File: config.mk
export PLATFORM = sky130hd
export DESIGN_NAME = pipelined_exec_core
export DESIGN_NICKNAME = d
export VERILOG_FILES = /design/src/rtl/exec_core_pkg.sv /design/src/rtl/exec_core_mul.sv /design/src/rtl/pipelined_exec_core.sv
export SDC_FILE = /design/constraint.sdc
export NUM_CORES = 1
export LEC_CHECK = 0
export CAP_MARGIN = 20
export CORE_MARGIN = 8
export CORE_UTILIZATION = 33
export CTS_CLUSTER_DIAMETER = 200
export DETAILED_ROUTE_END_ITERATION = 16
export PLACE_DENSITY = 0.52
export SYNTH_ARGS = -nofsm -noshare
export SYNTH_HDL_FRONTEND = slang
export SYNTH_HIERARCHICAL = 1
export SYNTH_SLANG_ARGS = --single-unit
File: constraint.sdc
create_clock -name clk -period 5.9 [get_ports clk]
set_input_delay 1.18 -clock clk [delete_from_list [all_inputs] [get_ports clk]]
set_output_delay 1.18 -clock clk [all_outputs]
set_load 0.05 [all_outputs]
File: src/rtl/exec_core_pkg.sv
// Shared encodings, ALU op codes, multiplier FSM states and stage bundles
// for the pipelined execution core.
package exec_core_pkg;

    localparam logic [6:0] OPC_OP     = 7'b0110011;
    localparam logic [6:0] OPC_OPIMM  = 7'b0010011;

    localparam logic [2:0] F3_ADD     = 3'b000;
    localparam logic [2:0] F3_SLL     = 3'b001;
    localparam logic [2:0] F3_XOR     = 3'b100;
    localparam logic [2:0] F3_SRL     = 3'b101;
    localparam logic [2:0] F3_OR      = 3'b110;
    localparam logic [2:0] F3_AND     = 3'b111;
    localparam logic [2:0] F3_MUL     = 3'b000;

    localparam logic [6:0] F7_BASE    = 7'b0000000;
    localparam logic [6:0] F7_ALT     = 7'b0100000;
    localparam logic [6:0] F7_MULDIV  = 7'b0000001;

    typedef enum logic [2:0] {
        ALU_ADD,
        ALU_SUB,
        ALU_AND,
        ALU_OR,
        ALU_XOR,
        ALU_SLL,
        ALU_SRL,
        ALU_MUL
    } alu_op_e;

    typedef enum logic [1:0] {
        S_IDLE,
        S_RUN,
        S_DONE
    } mul_state_e;

    typedef struct packed {
        logic        valid;
        logic [31:0] instr;
    } if_id_t;

    typedef struct packed {
        logic        valid;
        logic        illegal;
        alu_op_e     op;
        logic        use_imm;
        logic [11:0] imm;
        logic [4:0]  rs1;
        logic [4:0]  rs2;
        logic [4:0]  rd;
    } id_ex_t;

    typedef struct packed {
        logic       valid;
        logic       illegal;
        logic [4:0] rd;
    } ex_wb_t;

    function automatic id_ex_t decode(input if_id_t id, input logic mul_en);
        id_ex_t     d;
        logic [6:0] opc;
        logic [6:0] f7;
        logic [2:0] f3;
        logic       bad;
        opc   = id.instr[6:0];
        f3    = id.instr[14:12];
        f7    = id.instr[31:25];
        d     = '0;
        bad   = 1'b0;
        d.rd  = id.instr[11:7];
        d.rs1 = id.instr[19:15];
        d.rs2 = id.instr[24:20];
        d.imm = id.instr[31:20];
        unique case (1'b1)
            opc == OPC_OP: begin
                case ({f7, f3})
                    {F7_BASE, F3_ADD}:   d.op = ALU_ADD;
                    {F7_ALT, F3_ADD}:    d.op = ALU_SUB;
                    {F7_BASE, F3_SLL}:   d.op = ALU_SLL;
                    {F7_BASE, F3_XOR}:   d.op = ALU_XOR;
                    {F7_BASE, F3_SRL}:   d.op = ALU_SRL;
                    {F7_BASE, F3_OR}:    d.op = ALU_OR;
                    {F7_BASE, F3_AND}:   d.op = ALU_AND;
                    {F7_MULDIV, F3_MUL}: begin
                        if (mul_en) d.op = ALU_MUL;
                        else        bad  = 1'b1;
                    end
                    default:             bad  = 1'b1;
                endcase
            end
            opc == OPC_OPIMM: begin
                d.use_imm = 1'b1;
                case (f3)
                    F3_ADD:  d.op = ALU_ADD;
                    F3_XOR:  d.op = ALU_XOR;
                    F3_OR:   d.op = ALU_OR;
                    F3_AND:  d.op = ALU_AND;
                    default: bad  = 1'b1;
                endcase
            end
            default: bad = 1'b1;
        endcase
        d.valid   = id.valid;
        d.illegal = id.valid & bad;
        return d;
    endfunction

endpackage

File: src/rtl/exec_core_mul.sv
// Iterative shift-add multiplier: the start edge performs step 0,
// then one step per cycle; done flags the final step.
module exec_core_mul #(
    parameter int XLEN = 16
) (
    input  logic            clk,
    input  logic            rst,
    input  logic            start,
    input  logic [XLEN-1:0] op_a,
    input  logic [XLEN-1:0] op_b,
    output logic            busy,
    output logic            done,
    output logic [XLEN-1:0] product
);

    localparam int CW = $clog2(XLEN);

    logic [XLEN-1:0] acc_q;
    logic [XLEN-1:0] mcand_q;
    logic [XLEN-1:0] mplier_q;
    logic [CW-1:0]   cnt_q;
    logic            busy_q;

    assign busy    = busy_q;
    assign done    = busy_q && (cnt_q == CW'(XLEN - 1));
    assign product = acc_q;

    always_ff @(posedge clk or negedge rst) begin
        if (!rst) begin
            acc_q    <= '0;
            mcand_q  <= '0;
            mplier_q <= '0;
            cnt_q    <= '0;
            busy_q   <= 1'b0;
        end else if (start) begin
            acc_q    <= op_b[0] ? op_a : '0;
            mcand_q  <= op_a << 1;
            mplier_q <= op_b >> 1;
            cnt_q    <= CW'(1);
            busy_q   <= 1'b1;
        end else if (busy_q) begin
            acc_q    <= acc_q + (mplier_q[0] ? mcand_q : '0);
            mcand_q  <= mcand_q << 1;
            mplier_q <= mplier_q >> 1;
            cnt_q    <= cnt_q + CW'(1);
            if (done) busy_q <= 1'b0;
        end
    end

endmodule

File: src/rtl/pipelined_exec_core.sv
// ID -> EX -> WB integer core with WB-to-EX forwarding and an iterative
// multiplier that freezes ID/EX while it runs.
import exec_core_pkg::*;

module pipelined_exec_core #(
    parameter int XLEN   = 16,
    parameter int NREGS  = 32,
    parameter int MUL_EN = 1
) (
    input  logic                     clk,
    input  logic                     rst,
    input  logic                     in_valid,
    output logic                     in_ready,
    input  logic [31:0]              in_instr,
    output logic                     wb_valid,
    output logic [$clog2(NREGS)-1:0] wb_rd,
    output logic [XLEN-1:0]          wb_data,
    output logic                     busy,
    output logic                     illegal
);

    localparam int AW = $clog2(NREGS);
    localparam int SW = $clog2(XLEN);

    mul_state_e      state_q, state_d;
    if_id_t          id_q;
    id_ex_t          ex_q, ex_d;
    ex_wb_t          wb_q;
    logic [XLEN-1:0] wb_data_q;
    logic            run_q;
    logic [XLEN-1:0] regs [NREGS];

    logic            ex_is_mul, mul_start, pipe_hold, take;
    logic            mul_busy, mul_done;
    logic [XLEN-1:0] mul_prod;
    logic [AW-1:0]   ra1, ra2, wa;
    logic            wb_wen, fwd1, fwd2;
    logic [XLEN-1:0] op1, op2, op2_reg, imm_x, alu_res;
    logic [SW-1:0]   shamt;

    assign ex_d      = decode(id_q, MUL_EN != 0);
    assign ex_is_mul = ex_q.valid && (ex_q.op == ALU_MUL);
    assign mul_start = ex_is_mul && (state_q == S_IDLE);
    // The MUL stays in EX from its start cycle until DONE hands it to WB.
    assign pipe_hold = mul_start || (state_q == S_RUN);
    assign in_ready  = run_q && (state_q == S_IDLE) && !mul_start;
    assign take      = in_valid && in_ready;
    assign busy      = mul_busy || (state_q == S_DONE);

    assign ra1     = ex_q.rs1[AW-1:0];
    assign ra2     = ex_q.rs2[AW-1:0];
    assign wa      = wb_q.rd[AW-1:0];
    assign wb_wen  = wb_q.valid && !wb_q.illegal;
    assign fwd1    = wb_wen && (wa == ra1) && (ra1 != '0);
    assign fwd2    = wb_wen && (wa == ra2) && (ra2 != '0);
    assign op1     = fwd1 ? wb_data_q : regs[ra1];
    assign op2_reg = fwd2 ? wb_data_q : regs[ra2];
    assign imm_x   = XLEN'($signed(ex_q.imm));
    assign op2     = ex_q.use_imm ? imm_x : op2_reg;
    assign shamt   = op2[SW-1:0];

    always_comb begin
        alu_res = '0;
        case (ex_q.op)
            ALU_ADD: alu_res = op1 + op2;
            ALU_SUB: alu_res = op1 - op2;
            ALU_AND: alu_res = op1 & op2;
            ALU_OR:  alu_res = op1 | op2;
            ALU_XOR: alu_res = op1 ^ op2;
            ALU_SLL: alu_res = op1 << shamt;
            ALU_SRL: alu_res = op1 >> shamt;
            default: alu_res = '0;
        endcase
    end

    exec_core_mul #(
        .XLEN(XLEN)
    ) u_mul (
        .clk     (clk),
        .rst     (rst),
        .start   (mul_start),
        .op_a    (op1),
        .op_b    (op2),
        .busy    (mul_busy),
        .done    (mul_done),
        .product (mul_prod)
    );

    always_comb begin
        state_d = state_q;
        unique case (state_q)
            S_IDLE:  if (mul_start) state_d = S_RUN;
            S_RUN:   if (mul_done)  state_d = S_DONE;
            S_DONE:  state_d = S_IDLE;
            default: state_d = S_IDLE;
        endcase
    end

    always_ff @(posedge clk or negedge rst) begin
        if (!rst) begin
            state_q   <= S_IDLE;
            run_q     <= 1'b0;
            id_q      <= '0;
            ex_q      <= '0;
            wb_q      <= '0;
            wb_data_q <= '0;
        end else begin
            state_q <= state_d;
            run_q   <= 1'b1;
            if (!pipe_hold) begin
                id_q.valid <= take;
                id_q.instr <= take ? in_instr : 32'h0;
                ex_q       <= ex_d;
            end
            unique case (1'b1)
                state_q == S_DONE: begin
                    wb_q.valid   <= 1'b1;
                    wb_q.illegal <= 1'b0;
                    wb_q.rd      <= ex_q.rd;
                    wb_data_q    <= mul_prod;
                end
                pipe_hold: begin
                    wb_q      <= '0;
                    wb_data_q <= '0;
                end
                default: begin
                    wb_q.valid   <= ex_q.valid;
                    wb_q.illegal <= ex_q.illegal;
                    wb_q.rd      <= ex_q.illegal ? 5'd0 : ex_q.rd;
                    wb_data_q    <= ex_q.illegal ? '0 : alu_res;
                end
            endcase
        end
    end

    always_ff @(posedge clk or negedge rst) begin
        if (!rst) begin
            for (int i = 0; i < NREGS; i++) regs[i] <= '0;
        end else if (wb_wen && (wa != '0)) begin
            regs[wa] <= wb_data_q;
        end
    end

    assign wb_valid = wb_wen;
    assign illegal  = wb_q.valid && wb_q.illegal;
    assign wb_rd    = wa;
    assign wb_data  = wb_data_q;

endmodule

Word level (Yosys, flattened, before mapping)
Cells that the tools add are included.
{"block": "classes", "n_addsub": 4, "magnitude_cmp": 4, "n_eq_ne": 26, "shift": 2, "muxes": 41, "bitwise": 7, "n_reduce_logical": 29}
{"operator": "bitwise mux 512 bit", "count": 1}
{"operator": "2-to-1 mux 16 bit", "count": 17}
{"operator": "binary-select mux 16 bit (select 5 bit)", "count": 2}
{"operator": "one-hot mux 16 bit (7 select lines)", "count": 1}
{"operator": "demux 16 bit (select 5 bit)", "count": 1}
{"operator": "equality test 10 x 3 -> 1 bit (second input constant)", "count": 4}
{"operator": "adder 16 bit", "count": 2}
{"operator": "2-to-1 mux 32 bit", "count": 1}
{"operator": "one-hot mux 16 bit (2 select lines)", "count": 1}
{"operator": "equality test 3 bit (second input constant)", "count": 7}
{"operator": "one-hot mux 3 bit (7 select lines)", "count": 1}
{"operator": ">= comparator 6 bit (second input constant)", "count": 3}
{"operator": "NOT 5 -> 6 bit", "count": 3}
{"operator": "bitwise AND 16 bit", "count": 1}
{"operator": "bitwise OR 16 bit", "count": 1}
{"operator": "<< shifter 16 x 4 -> 16 bit", "count": 1}
{"operator": ">> shifter 16 x 4 -> 16 bit", "count": 1}
{"operator": "subtractor 16 bit", "count": 1}
{"operator": "bitwise XOR 16 bit", "count": 1}
{"operator": "nonzero test 5 bit", "count": 3}
{"operator": "logical AND 1 bit", "count": 14}
{"operator": "one-hot mux 7 bit (2 select lines)", "count": 1}
{"operator": "equality test 10 x 1 -> 1 bit (second input constant)", "count": 1}
{"operator": "equality test 10 x 4 -> 1 bit (second input constant)", "count": 1}
{"operator": "other kinds (30)", "count": 43}
{"block": "totals", "regBits": 657, "in_bits": 35, "wordCells": 166}

Depth between registers and ports, before layout
Gate-level depths: netlist of run 1.
{"block": "logic_depth", "word_depth": 10, "mapped_depth": 28, "depth_no_buf": 22}

Cells and area by module
Netlist of run 1, hierarchy kept.
{"module": "pipelined_exec_core", "instances": 1, "cells_each": 2681, "area_per_inst_um2": 34749.6}
{"module": "exec_core_mul", "instances": 1, "cells_each": 340, "area_per_inst_um2": 3148.0}

Worst setup path before layout of run 1
No wires, ideal clock.
{"block": "synth_timing", "kind": "reg2reg", "start": "register wb_q[5] (netlist bit)", "end": "register wb_data_q[14], in the netlist wb_data[14]", "setup_ps": 136, "arrival_time_ps": 5095, "path_slack_ps": 669, "path_stages_with_launch": 25, "n_path_buf": 4, "path_cell_list": "dfrtp_1 -> nand2b_1 -> inv_1 -> o21ai_1 -> or3_1 -> clkbuf_1 -> o221ai_1 -> and2_1 -> buf_2 -> buf_4 -> buf_2 -> ha_1 -> nor2_1 -> xnor2_1 -> ha_1 -> nor2b_1 -> o21ai_0 -> a21oi_1 -> o21a_1 -> o21ai_0 -> a211oi_1 -> o21ai_0 -> mux2_2 -> a221oi_1 -> a31oi_1"}
{"block": "synth_via", "elab_chain_len": 10, "word_cells_on_any_way": 19}
{"item": "start: declaration", "line": "pipelined_exec_core.sv:28", "text": "ex_wb_t wb_q;"}
{"item": "zero test 1 bit *", "line": "pipelined_exec_core.sv:53", "text": "assign wb_wen = wb_q.valid && !wb_q.illegal;"}
{"item": "logical AND 1 bit *", "line": "pipelined_exec_core.sv:53"}
{"item": "net wb_valid", "line": "pipelined_exec_core.sv:15", "text": "output logic wb_valid,"}
{"item": "logical AND 1 bit (2 in series)", "line": "pipelined_exec_core.sv:55", "text": "assign fwd2 = wb_wen && (wa == ra2) && (ra2 != '0);"}
{"item": "2-to-1 mux 16 bit", "line": "pipelined_exec_core.sv:57", "text": "assign op2_reg = fwd2 ? wb_data_q : regs[ra2];"}
{"item": "2-to-1 mux 16 bit", "line": "pipelined_exec_core.sv:59", "text": "assign op2 = ex_q.use_imm ? imm_x : op2_reg;"}
{"item": "subtractor 16 bit (tied with other cells)", "line": "pipelined_exec_core.sv:66", "text": "ALU_SUB: alu_res = op1 - op2;"}
{"item": "one-hot mux 16 bit (7 select lines) *", "line": "pipelined_exec_core.sv:64", "text": "case (ex_q.op)"}
{"item": "2-to-1 mux 16 bit *", "line": "pipelined_exec_core.sv:130", "text": "wb_data_q <= ex_q.illegal ? '0 : alu_res;"}
{"item": "one-hot mux 16 bit (2 select lines) *", "line": "pipelined_exec_core.sv:115", "text": "unique case (1'b1)"}
{"item": "end signal: assignment", "line": "pipelined_exec_core.sv:120", "text": "wb_data_q <= mul_prod;"}
{"item": "end signal: assignment", "line": "pipelined_exec_core.sv:130"}
{"item": "end: declaration", "line": "pipelined_exec_core.sv:29", "text": "logic [XLEN-1:0] wb_data_q;"}
Mark *: on every way through the listed nets, which the timed path passes. The rest lies on a longest branch.
A chain may end at the register's enable or synchronous reset.

Worst setup path in the final report of run 1
{"block": "layout_timing", "start": "register ex_q[15] (netlist bit)", "end": "register wb_data_q[15], in the netlist wb_data[15]"}
{"block": "layout_via", "elab_chain_len": 5, "word_cells_on_any_way": 8}
{"item": "start: declaration", "line": "pipelined_exec_core.sv:27", "text": "id_ex_t ex_q, ex_d;"}
{"item": "start signal: assignment", "line": "pipelined_exec_core.sv:104", "text": "ex_q <= '0;"}
{"item": "start signal: assignment", "line": "pipelined_exec_core.sv:113", "text": "ex_q <= ex_d;"}
{"item": "2-to-1 mux 16 bit *", "line": "pipelined_exec_core.sv:59"}
{"item": "subtractor 16 bit (tied with other cells)", "line": "pipelined_exec_core.sv:66"}
{"item": "one-hot mux 16 bit (7 select lines) *", "line": "pipelined_exec_core.sv:64"}
{"item": "2-to-1 mux 16 bit *", "line": "pipelined_exec_core.sv:130"}
{"item": "one-hot mux 16 bit (2 select lines) *", "line": "pipelined_exec_core.sv:115"}
Every way passes the cells marked *; elsewhere a longest branch is shown, timed or not.

==> results of run 1 <==
==> placed cells by master, fill, tap and decap left out, types with 10 or more instances in the layout <==
| master | netlist | routed |
|---|---|---|
| a21oi_1 | 76 | 75 |
| o21a_1 | 12 | 12 |
| nor3b_1 | 14 | 14 |
| a21o_1 | 18 | 18 |
| nand3b_1 | 10 | 10 |
| xor2_1 | 13 | 13 |
| and2_1 | 31 | 31 |
| mux4_2 | 234 | 234 |
| mux2_2 | 491 | 491 |
| clkbuf_8 | 0 | 15 |
| o21ai_0 | 146 | 146 |
| a22oi_1 | 63 | 63 |
| and3_1 | 14 | 14 |
| clkdlybuf4s50_1 | 0 | 58 |
| nor2b_1 | 15 | 12 |
| nand3_1 | 31 | 31 |
| a221oi_1 | 20 | 20 |
| o211ai_1 | 11 | 11 |
| a22o_1 | 56 | 56 |
| mux4_1 | 10 | 10 |
| a211oi_1 | 11 | 11 |
| inv_1 | 52 | 51 |
| nor2_1 | 112 | 95 |
| clkbuf_16 | 0 | 76 |
| clkinv_2 | 0 | 12 |
| nor2_2 | 0 | 17 |
| nand2_1 | 189 | 189 |
| clkbuf_1 | 159 | 17 |
| mux2i_1 | 161 | 161 |
| dfrtp_1 | 650 | 641 |
| or3_1 | 10 | 10 |
| xnor2_1 | 33 | 33 |
| nand2b_1 | 19 | 19 |
| buf_4 | 22 | 140 |
| nor3_1 | 25 | 25 |
| buf_12 | 4 | 14 |
| ha_1 | 67 | 67 |
==> layer usage <==
metal / global-route usage [%] / vias to the layer above / share of wire, %
met4: 5.918 / 2 / 3.4
met3: 3.463 / 230 / 6.0
met2: 31.61 / 1005 / 46
li1: - / 11410 / -
met1: 28.42 / 14130 / 45
met5: 0 / - / 0.010
==> where the power goes <==
| part | internal [mW] | switching (mW) |
|---|---|---|
| registers | 4.70 | 0.291 |
| clock network | 2.83 | 1.99 |
| logic | 0.970 | 1.58 |
==> through the flow <==
step           area [sq um]  util (%)  power [mW]
6_report              42970     37.63       12.36
3_3_place_gp          40480     35.45       7.594
2_1_floorplan         37900         -       6.566
5_1_grt               42970     37.63       12.84
3_5_place_dp          40480     35.45       7.587
4_1_cts               42970     37.63       12.45
==> path summary, 6_finish.rpt <==
check,from,end,slack [ns],cells after the start
worst min-delay path,regs[510],regs[510],0.40,0
worst max register to register,ex_q[15],wb_data[15],0.47,20
min in group asynchronous,rst,u_mul/product[12],0.51,1
worst min register to register,regs[510],regs[510],0.40,0
worst max-delay path,ex_q[15],wb_data[15],0.47,20
max in group asynchronous,rst,ex_q[15],4.06,2
==> final cells by class <==
type	instances	share of cell area [%]
tap	1512	4.403
multi-input combinational	2046	46.89
clock buffer	108	5.055
timing repair buffer	213	4.484
inverter	58	0.5125
sequential	650	37.91
clock inverter	24	0.7455
==> flip-flops by register name, summed over array words and instances, names as in the netlist <==
signal          count
wb_data            16
state_q             2
regs              512
wb_rd               5
u_mul/cnt_q         4
run_q               1
u_mul/product      16
ra1                 5
u_mul/mplier_q     15
ex_q               23
id_q               10
u_mul/busy          1
wb_q                2
u_mul/mcand_q      15
ex_d               23
==> cell families after synthesis <==
family                   share of synthesized area [%]
XOR/XNOR                                         1.063
buffers and inverters                            4.097
flip-flops                                       42.92
adder cells (fa/ha/maj)                          2.344
other                                         0.009895
multiplexers                                     33.67
AND/OR/NAND/NOR                                  6.620
AO/OA/AOI/OAI                                    9.277
==> worst register-to-register path: cells and delay by family (launching register included) <==
family | cells | cell delay [ns]
xor gates and xnor gates | 1 | 0.14
and+or+nand+nor | 6 | 1.54
adders and majority gates | 1 | 0.37
buffers and inverters | 1 | 0.25
DFF | 1 | 0.45
muxes | 1 | 0.59
AOI/OAI and AO/OA | 10 | 1.99
==> impl_metrics.csv, run 1 <==
group,metric,value,unit
power_and_ir_drop,ir_drop,0.2258,mV
clock_network,clkLatencyLatePin,0.64,ns
floorplan,io_pins,60,
clock_network,numCtsBuffers,75,
route,via_count,26780,
power_and_ir_drop,power_leakage,18.92,nW
floorplan,rows,124,
synth,synth_top_area_share,42.92,%
status,status,"finished, final reports clean",
synth,synth-async-reset-ratio,100.0,%
synth,syn_avg_cell_area,12.54,sq um
clock_network,htreeDepth,3,
timing,fin_crit,5.430,ns
floorplan,die_area,0.1259,sq mm
route,finalWirelength,129500,um
critical_path,max_stage_delay,0.55,ns
route,remaining_drc_errors,0,
grt,grt_pass1_wl,192000,um
route,dr.first_iter.drc_count,2438,
placement,io_buffers,59,
layout,register_area,0.01629,sq mm
floorplan,die_w,354.9,um
critical_path,crit_chain,"buf_12 -> mux4_2 -> a22o_1 -> a221oi_1 -> nand3_1 -> o21ai_2 -> nand4_1 -> or2_1 -> nor3_2 -> a21oi_1 -> xnor2_1 -> ha_1 -> a21oi_1 -> o21ai_0 -> nor2_1 -> o21ai_0 -> a31o_2 -> nor4_1 -> o31ai_2 -> a41oi_2",
layout,multiInputGateArea,0.02015,sq mm
synth,syn-cell-area,0.03790,sq mm
layout,fin_nets,3148,
flow_run,maxCapViolCount,0,
critical_path,critPathLaunchType,"register",
synth,synth_edf_count,0,
timing,setup_viol,0,
critical_path,cp.required,6.45,ns
synth,ys_seq_elements,650,
timing,slew_headroom,22.27,%
synth,synthCells,3021,
synth,yosysMostFrequentCell,"dfrtp_1",
synth,yosysWarningCount,6,
synth,syn-num-nets,3125,
timing,hold_viol,0,
route,final_antenna_net_count,0,
power_and_ir_drop,p_per_area,287.8,mW/mm^2
grt,grt_use_total,20.10,%
floorplan,start_util,33.19,%
layout,fillers,11160,
grt,grt.overflow.total,0,
timing,tns,0,ns
layout,stdcell_count,4611,
synth,ys_top_cells_by_area,"dfrtp_1, mux2_2, mux4_2",
placement,gp_congestion,0.9047,
critical_path,critPathBufInv,1,
min_path,hold_path.class,"register to register",
timing,timing.final.crit_share,92.03,%
synth,synth-main-ff-cell,"dfrtp_1",
route,firstDrtPassIters,5,
timing,rsz0062_at_grt,"no",
clock_network,cts-hold-fix-buffers,0,
synth,synth_cell_types,99,
synth,synth_seq_area_share,42.92,%
critical_path,crit_path_end_kind,"register",
critical_path,cp_max_fo,29,
clock_network,cts-root-buf,"clkbuf_16",
floorplan,core_area,0.1142,sq mm
critical_path,crit_type,"register to register",
timing,drv_slew,0,
timing,worst_clock_skew,0.02360,ns
critical_path,path_delay_family,"compound AO/OA/AOI/OAI gates",
timing,worst_pin_slew,1.166,ns
layout,drive_gt1_share,34.56,%
layout,antenna_cells,0,
route,via_per_inst,5.807,
clock_network,post-cts-setup-buffers,0,
timing,hold_ws,0.4008,ns
critical_path,critPathArrivalTime,5.98,ns
clock_network,clkSinkCount,650,
clock_network,cts.repair.resized,0,
critical_path,slowest_stage,"mux4_2",
layout,syn_to_final_growth,13.38,%
route,wl_per_cell,28.08,um
floorplan,fp.dieH,354.9,um
grt,grt_max_degree,140,
placement,hpwl,87460,um
clock_network,clkTransAtPathRegs,0.06,ns
timing,layout_setup_ws,0.4704,ns
synth,synth_top_area_cell,"dfrtp_1",
grt,grt_pass1_vias,26950,
clock_network,cts_tree,"yes",
clock_network,cts_buffer_depth,3,
synth,synth_top_cells_by_count,"dfrtp_1, mux2_2, mux4_2",
timing,max_freq,184.2,MHz
grt,antenna_found_initial,2,
placement,pre_cts_ws,0.5884,ns
placement,placed_cells,4479,
Note: power is estimated with default switching activity, not from simulation.
==> run 2, diff against run 1 <==
--- a/config.mk
+++ b/config.mk
@@ -10,7 +10,6 @@
 export CORE_UTILIZATION = 33
 export CTS_CLUSTER_DIAMETER = 200
 export DETAILED_ROUTE_END_ITERATION = 16
-export PLACE_DENSITY = 0.52
 export SYNTH_ARGS = -nofsm -noshare
 export SYNTH_HDL_FRONTEND = slang
 export SYNTH_HIERARCHICAL = 1
==> impl_metrics.csv, run 2 (synthesized netlist as in run 1, its figures left out) <==
group,metric,value,unit
power_and_ir_drop,p_total,12.27,mW
layout,syn_to_final_growth,13.23,%
floorplan,rows,124,
critical_path,critPathArrivalTime,5.96,ns
critical_path,cp.required,6.39,ns
route,dr.first_iter.drc_count,2756,
placement,io_buffers,59,
clock_network,cts_buffer_depth,3,
timing,slew_headroom,22.32,%
route,wl_per_cell,26.94,um
critical_path,cp-startpoint,"ex_q[17]",
critical_path,cp_max_fo,32,
timing,rsz0062_at_grt,"no",
layout,drive_gt1_share,34.57,%
clock_network,cts-hold-fix-buffers,0,
layout,fin_nets,3143,
floorplan,core_area,0.1142,sq mm
timing,tns,0,ns
timing,max_freq,182.8,MHz
layout,final_cell_mix,"dfrtp_1, mux2_2, mux4_2",
timing,timing.final.crit_share,92.74,%
grt,antenna_found_initial,2,
critical_path,reg2reg_from,"ex_q[17]",
clock_network,htreeDepth,3,
layout,regMostFlops,"regs",
clock_network,cts_tree,"yes",
clock_network,numCtsBuffers,74,
clock_network,clkSinkCount,650,
route,firstDrtPassIters,5,
clock_network,cts-root-buf,"clkbuf_16",
timing,worst_pin_slew,1.165,ns
power_and_ir_drop,power_leakage,18.89,nW
status,status,"finished, final reports clean",
min_path,hp-start,"regs[506]",
critical_path,critPathLaunchType,"register",
power_and_ir_drop,ir_drop,0.2793,mV
placement,hpwl,82730,um
clock_network,post-cts-setup-buffers,0,
timing,drv_slew,0,
grt,grt.overflow.total,0,
critical_path,r2r_slack,0.43,ns
min_path,hold_path.class,"register to register",
timing,setup_viol,0,
clock_network,clkLatencyLatePin,0.64,ns
grt,grt_max_degree,145,
min_path,whs_path_depth,0,
critical_path,crit_path_end_kind,"register",
route,finalWirelength,124200,um
floorplan,fp.dieH,354.9,um
timing,hold_viol,0,
floorplan,io_pins,60,
layout,final_common_cell,"dfrtp_1",
layout,fin_util,37.58,%
flow_run,maxCapViolCount,0,
critical_path,crit_type,"register to register",
clock_network,clkTransAtPathRegs,0.06,ns
route,final_antenna_net_count,0,
grt,grt_use_total,19.26,%
timing,worst_clock_skew,0.03065,ns
route,remaining_drc_errors,0,
placement,gp_congestion,0.9514,
grt,grt_pass1_vias,27050,
clock_network,cts.repair.resized,0,
grt,grt_pass1_wl,185900,um
floorplan,die_w,354.9,um
power_and_ir_drop,p_per_area,286.0,mW/mm^2
route,via_per_inst,5.854,
floorplan,die_area,0.1259,sq mm
floorplan,start_util,33.19,%
route,via_count,26980,
critical_path,r2r_cells,19,
timing,fin_crit,5.472,ns
layout,largest_register_ffs,512,
[run 2: cell types whose count changed in the layout (fill, tap and decap cells not counted), sizes merged]
| cell | previous run | this run |
|---|---|---|
| buf | 155 | 151 |
| clkbuf | 108 | 107 |
| clkinv | 13 | 14 |
| clkinvlp | 2 | 1 |
| diode | 0 | 1 |
| inv | 61 | 62 |
[run 2: where the power goes]
part / switching (mW) / internal (mW)
combinational: 1.55 / 0.979
sequential: 0.284 / 4.70
clock: 1.97 / 2.79
total: 3.81 / 8.47
[run 2: critical path: stages (launching register included)]
cell and delay [ns]:
dfrtp_4 0.77, buf_4 0.39, mux4_2 0.36, a221oi_2 0.26, and3_1 0.26, a21o_1 0.27, ha_1 0.21, nor2_1 0.06
xnor2_1 0.14, ha_1 0.32, nor2b_1 0.14, o21ai_0 0.25, a21oi_1 0.15, o21a_1 0.21, o21ai_0 0.29, a211oi_1 0.15
o21ai_0 0.28, mux2_2 0.38, a221oi_1 0.28, a31oi_1 0.11
[run 2: worst paths after layout]
kind,to
setup / recovery,wb_data[14]
min in group asynchronous,u_mul/busy
hold / removal,regs[506]
max in group asynchronous,regs[335]
setup reg to reg,wb_data[14]
hold reg to reg,regs[506]
[run 2: layout make-up]
cell class	count	area (sq um)
Clock buffer	107	2126
Fill cell	11050	71280
Sequential cell	650	16290
Tap cell	1512	1892
Clock inverter	25	344.1
Multi-Input combinational cell	2046	20160
Inverter	58	220.2
Antenna cell	1	2.502
Timing Repair Buffer	209	1879
[run 2: per-layer routing]
layer	up-vias	track usage, %	share of wire (%)
met4	0	6.879	4.0
met2	1114	30.01	45
met3	259	3.902	7.7
li1	11430	-	-
met5	-	0	0
met1	14170	26.62	43
[run 2: per-stage QoR]
stage	instance area (sq um)	setup slack (ns)	hold WS [ns]	instances
final	42910	0.4281	0.3971	4608
after floorplan	37900	0.6686	0.4385	3021
after global routing	42910	0.03609	0.4071	4607
after detailed placement	40440	0.4884	0.3833	4475
after CTS	42910	0.4053	0.3964	4607
after global placement	40410	0.5767	0.3799	4474
